==> src/rtl/regfile_read_arbiter.sv <==
// Round-robin arbiter that gives NUM_REQ requesters access to one combinational register-file read port.
// Latency: the response is valid 2 cycles after the request handshake; requests can issue at most once every 3 cycles.
// Backpressure: the response is held until the winner's rsp_ready is high; the optional REGFILE_ARB_RSP_TIMEOUT_EN build drops it after RSP_TIMEOUT cycles.
module regfile_read_arbiter #(
    parameter int NUM_REQ     = 4,
    parameter int ADDR_WIDTH  = 12,
    parameter int DATA_WIDTH  = 32,
    parameter int RSP_TIMEOUT = 16
) (
    input  logic                          axis_aclk,
    input  logic                          axis_rst,
    input  logic [NUM_REQ-1:0]            req_valid,
    input  logic [NUM_REQ*ADDR_WIDTH-1:0] req_addr,
    output logic [NUM_REQ-1:0]            req_ready,
    output logic [NUM_REQ-1:0]            rsp_valid,
    output logic [DATA_WIDTH-1:0]         rsp_data,
    input  logic [NUM_REQ-1:0]            rsp_ready,
    output logic                          rf_read,
    output logic [ADDR_WIDTH-1:0]         rf_addr,
    input  logic [DATA_WIDTH-1:0]         rf_data,
    output logic                          rsp_drop
);

    localparam int IDX_W = $clog2(NUM_REQ);

    if (NUM_REQ < 2 || NUM_REQ > 8 || RSP_TIMEOUT < 1) begin : g_param_check
        $error("regfile_read_arbiter: NUM_REQ must be 2..8 and RSP_TIMEOUT at least 1");
    end

    typedef enum logic [1:0] {
        IDLE  = 2'd0,
        ISSUE = 2'd1,
        RESP  = 2'd2
    } state_t;

    state_t                  state;
    state_t                  state_nxt;
    logic [IDX_W-1:0]        ptr;
    logic [IDX_W-1:0]        win;
    logic [ADDR_WIDTH-1:0]   addr_q;
    logic                    grant_found;
    logic [IDX_W-1:0]        grant_idx;
    logic [ADDR_WIDTH-1:0]   grant_addr;
    logic                    req_fire;
    logic                    rsp_fire;
    logic                    timeout_hit;

    // Search starts at ptr and wraps; the first active requester wins.
    always_comb begin : arb
        int idx;
        idx         = 0;
        grant_found = 1'b0;
        grant_idx   = '0;
        grant_addr  = '0;
        for (int i = 0; i < NUM_REQ; i++) begin
            idx = int'(ptr) + i;
            if (idx >= NUM_REQ) begin
                idx = idx - NUM_REQ;
            end
            if (!grant_found && req_valid[idx]) begin
                grant_found = 1'b1;
                grant_idx   = IDX_W'(idx);
                grant_addr  = req_addr[idx*ADDR_WIDTH +: ADDR_WIDTH];
            end
        end
    end

    assign req_fire = (state == IDLE) && grant_found && !axis_rst;
    assign rsp_fire = (state == RESP) && rsp_ready[win];

    always_comb begin
        req_ready = '0;
        if (req_fire) begin
            req_ready[grant_idx] = 1'b1;
        end
    end

    always_comb begin
        rsp_valid = '0;
        for (int i = 0; i < NUM_REQ; i++) begin
            rsp_valid[i] = (state == RESP) && (win == IDX_W'(i));
        end
    end

    assign rf_read = (state == ISSUE);
    assign rf_addr = rf_read ? addr_q : '0;

`ifdef REGFILE_ARB_RSP_TIMEOUT_EN
    localparam int CNT_W = $clog2(RSP_TIMEOUT + 1);

    logic [CNT_W-1:0] to_cnt;

    // The count is the number of completed RESP cycles; it expires on the RSP_TIMEOUT-th.
    assign timeout_hit = (state == RESP) && !rsp_ready[win] &&
                         (to_cnt == CNT_W'(RSP_TIMEOUT - 1));

    always_ff @(posedge axis_aclk) begin
        if (axis_rst) begin
            to_cnt   <= '0;
            rsp_drop <= 1'b0;
        end else begin
            rsp_drop <= timeout_hit;
            if (state != RESP) begin
                to_cnt <= '0;
            end else begin
                to_cnt <= to_cnt + 1'b1;
            end
        end
    end
`else
    assign timeout_hit = 1'b0;
    assign rsp_drop    = 1'b0;
`endif

    always_comb begin
        state_nxt = state;
        case (state)
            IDLE:    if (req_fire) state_nxt = ISSUE;
            ISSUE:   state_nxt = RESP;
            RESP:    if (rsp_fire || timeout_hit) state_nxt = IDLE;
            default: state_nxt = IDLE;
        endcase
    end

    always_ff @(posedge axis_aclk) begin
        if (axis_rst) begin
            state    <= IDLE;
            ptr      <= '0;
            win      <= '0;
            addr_q   <= '0;
            rsp_data <= '0;
        end else begin
            state <= state_nxt;
            if (req_fire) begin
                win    <= grant_idx;
                addr_q <= grant_addr;
                ptr    <= (grant_idx == IDX_W'(NUM_REQ - 1)) ? '0 : grant_idx + 1'b1;
            end
            if (state == ISSUE) begin
                rsp_data <= rf_data;
            end
        end
    end

endmodule

==> config.mk <==
export PLATFORM = sky130hd
export DESIGN_NAME = regfile_read_arbiter
export DESIGN_NICKNAME = d
export VERILOG_FILES = /design/src/rtl/regfile_read_arbiter.sv
export SDC_FILE = /design/constraint.sdc
export NUM_CORES = 1
export LEC_CHECK = 0
export CAP_MARGIN = 20
export CORE_AREA = 10 10 123 125
export CTS_CLUSTER_DIAMETER = 120
export DETAILED_ROUTE_END_ITERATION = 10
export DIE_AREA = 0 0 133 135
export GPL_TIMING_DRIVEN = 1
export PLACE_DENSITY = 0.84
export SYNTH_ARGS = -nofsm -noshare
export SYNTH_HDL_FRONTEND = slang
export SYNTH_SLANG_ARGS = --single-unit
==> constraint.sdc <==
create_clock -name axis_aclk -period 8 [get_ports axis_aclk]
set_input_delay 1.2 -clock axis_aclk [delete_from_list [all_inputs] [get_ports axis_aclk]]
set_output_delay 1.2 -clock axis_aclk [all_outputs]
set_load 0.05 [all_outputs]
==> results.md <==
- Routed vias/inst: 6.96
- Register area share after synthesis: between 10% and 20%
- Final hold violations: 0
- Routed Antenna Nets: 0
- # clock sinks: 50
- Hold Path Origin: rsp_data[1]
- Setup_tns: 0 ps
- Crit Path Category: reg2out
- Hold slack: roughly 450 ps
- Gpl congestion: 1.01
- Worst-path maximum fanout: 62
- Final instance area: 0.00831 mm^2
- First-pass GRT wire length: roughly 40000 um
- Status: complete, no violations
- Yosys warns: 0
- Critical path launch point type: flip-flop
- Share of layout cells above drive strength 1: about an eighth
- Synthesized area: approximately 0.0069 mm^2
- Max transition margin: 31.6%
- Setup repair bufs after CTS: 0
- Routed WL per cell: approximately 23 um
- Buffers on Ports: roughly 140
- Final Max Slew Viols: 0
- Final setup violation count: 0
- Max Fclk: 0.154 GHz
- Slowest cell on the critical path: ha_4
- Cell family with most CP delay: buffers and inverters
- Nets@finish: roughly 1000
- Row cnt: 41
- Drt first pass iters: 8
- Hold Crit Class: reg2reg
- Seq cells post-synth: 50
- CTS Buffer Depth: 2
- Diodes inserted: 0
- Largest net degree at the start of global routing: a little over 80
- Total grt overflow: 0
- Die area: approximately 0.018 mm^2
- Fin crit share: 81.3%
- CTS Buf Count: 5
- R2r startpoint: ptr[0]
- CP required: around 6800 ps
- CP Capture Type: primary output
- EDFF count, synth: 0
- Critical Path AT: about 5300 ps
- Post-DP Area: slightly above 0.008 mm^2
- Netlist cell types: 72
- Syn Area/Cell: 8.07 um^2
- Clk root buf: clkbuf_16
- Placeable Area: 0.0126 mm^2
- P_leak: between 2 and 3 nW
- Via count of the first global-routing pass: between 6000 and 7000
- CTS tree: built
- Die height: 135 um
- Post_cts resized: 0
- DR vias: between 7000 and 8000
- Initial DRC count: ~1200
- CTS H-tree depth: 2
- Max-cap violations: 0
- Total chip power: approximately 2.7 mW
- Fraction of registers with async set/reset: 0%
- CP most frequent cell: inv_1
- Synth-to-layout area growth: 21.2%
- Antenna violations before repair: 0
- Ys flop type: dfxtp_1
- Worst vdd ir: between 0.2 and 0.25 mV
- Pwr per Cell Area: ~330 mW/mm^2
- Worst Tran Pin Value: between 1000 and 1500 ps
- GRT Overall Usage: a little over a quarter
- Post-CTS Hold Buffers: 0
- Layout Skew: approximately 8 ps
- Post-DP HPWL: 18100 um
- Syn Inst Count: 849
- Worst skew pair latency: approximately 280 ps
- Final worst path period need: approximately 6500 ps
- Die width: 133 um
- CP max stage delay: about 940 ps
- IO Count: about 140
- CP Cell Sequence: inv_2 > ha_4 > inv_1 > o21a_1 > o32ai_1 > o21ai_0 > inv_1 > ha_1 > and2_1 > clkdlybuf4s50_1
- Worst Setup SP: ptr[0]
- DRC: 0
- RSZ-0062 raised after global routing: false
- WP buf/inv: 4
- Clock transition at path regs: 70 ps
- Initial Utilization: a little over half
- WL final: between 20000 and 30000 um
-- flip-flops by register name (all words and copies together), names as in the netlist --
name	count
addr_q	12
ptr	2
rsp_data	32
state	2
win	2
-- final timing paths --
check / end / slack (ps) / cells after the start
max: req_ready[3] / 1500 / 10
min: rsp_data[1] / 450 / 2
max reg2reg: addr_q[6] / 2850 / 11
min reg2reg: rsp_data[1] / 450 / 2
-- kinds of logic (layout without fill, tap and decap cells) --
family          count (synthesis)  count (layout)  share of synthesized area, %
simple gates                  284             284                          19.9
compound gates                245             245                          23.6
mux                           157             157                          32.4
buf+inv                        99             172                          7.10
flops                          50              50                          14.6
fa+ha+maj                      12              12                          2.19
other cells                     1               2                        0.0547
xor+xnor                        1               1                         0.128
-- power breakdown --
group	internal, mW	leakage, nW	switching [mW]
sequential	0.304	0.411	0.0572
combinational	0.848	2.28	1.26
clock	0.154	0.0829	0.0876
total	1.31	2.77	1.40
-- per-stage QoR --
step	utilization (%)	setup slack, ps	instances
2_1_floorplan	-	2890	850
3_3_place_gp	64.8	1970	1088
3_5_place_dp	64.8	1860	1088
4_1_cts	66.1	1540	1095
5_1_grt	66.1	1130	1095
6_report	66.1	1500	1095
-- final cells by class --
| type | instances | area [um^2] |
|---|---|---|
| inverter | 14 | 55.1 |
| tap | 172 | 215 |
| sequential | 50 | 1000 |
| fill | 1041 | 4260 |
| timing repair buffer | 151 | 1480 |
| clock buffer | 6 | 139 |
| clock inverter | 1 | 30.0 |
| multi-input combinational | 701 | 5380 |
-- cells in the mapped netlist (4+ instances only) --
master	instances	area [um^2]
nor3_1	13	65.1
a221oi_1	5	43.8
mux4_2	49	1100
buf_6	5	56.3
mux2i_1	79	791
and2_1	21	131
and3_1	4	25.0
mux2_2	29	327
inv_1	9	33.8
nand3_1	12	60.1
a21oi_1	77	385
or3_1	4	25.0
buf_4	12	90.1
dfxtp_1	50	1000
a32o_1	4	40.0
nor2_1	56	210
buf_1	5	18.8
o31a_1	4	35.0
nor2b_1	12	75.1
buf_2	22	110
clkbuf_1	39	146
ha_1	12	150
nand2_1	117	439
o31ai_1	5	37.5
o22ai_1	14	87.6
nand3b_1	6	45.0
a31oi_1	10	62.6
o21ai_0	46	230
o211ai_1	9	67.6
a211oi_1	11	82.6
a32oi_1	5	43.8
a22oi_1	11	82.6
o32ai_1	5	43.8
nand2b_1	17	106
nor3b_1	8	60.1
a22o_1	4	35.0
-- tightest hold or removal path, delay by kind of cell (launching register included) --
| kind | cells | cell delay (ps) |
|---|---|---|
| DFF | 1 | 310 |
| AOI/OAI and AO/OA | 1 | 50 |
| and+or+nand+nor | 1 | 50 |
-- layout by cell type, fill, tap and decap left out, types with 12 or more instances in the layout --
cell type,instances
and2_1,21
o22ai_1,14
nor3_1,13
nor2b_1,12
mux2i_1,79
o21ai_0,46
nand3_1,12
mux2_2,29
nand2_1,117
nor2_1,56
a21oi_1,77
mux4_2,49
clkdlybuf4s50_1,141
nand2b_1,17
dfxtp_1,49
-- routing by layer --
| metal | vias up | share of wire (%) | track usage [%] |
|---|---|---|---|
| met2 | 619 | 44 | 41.0 |
| met1 | 3543 | 40 | 35.4 |
| met3 | 105 | 12 | 5.16 |
| li1 | 3354 | - | - |
| met4 | 0 | 4.5 | 11.1 |
| met5 | - | 0 | 0 |
No activity file was read; power rests on OpenSTA's default activity.
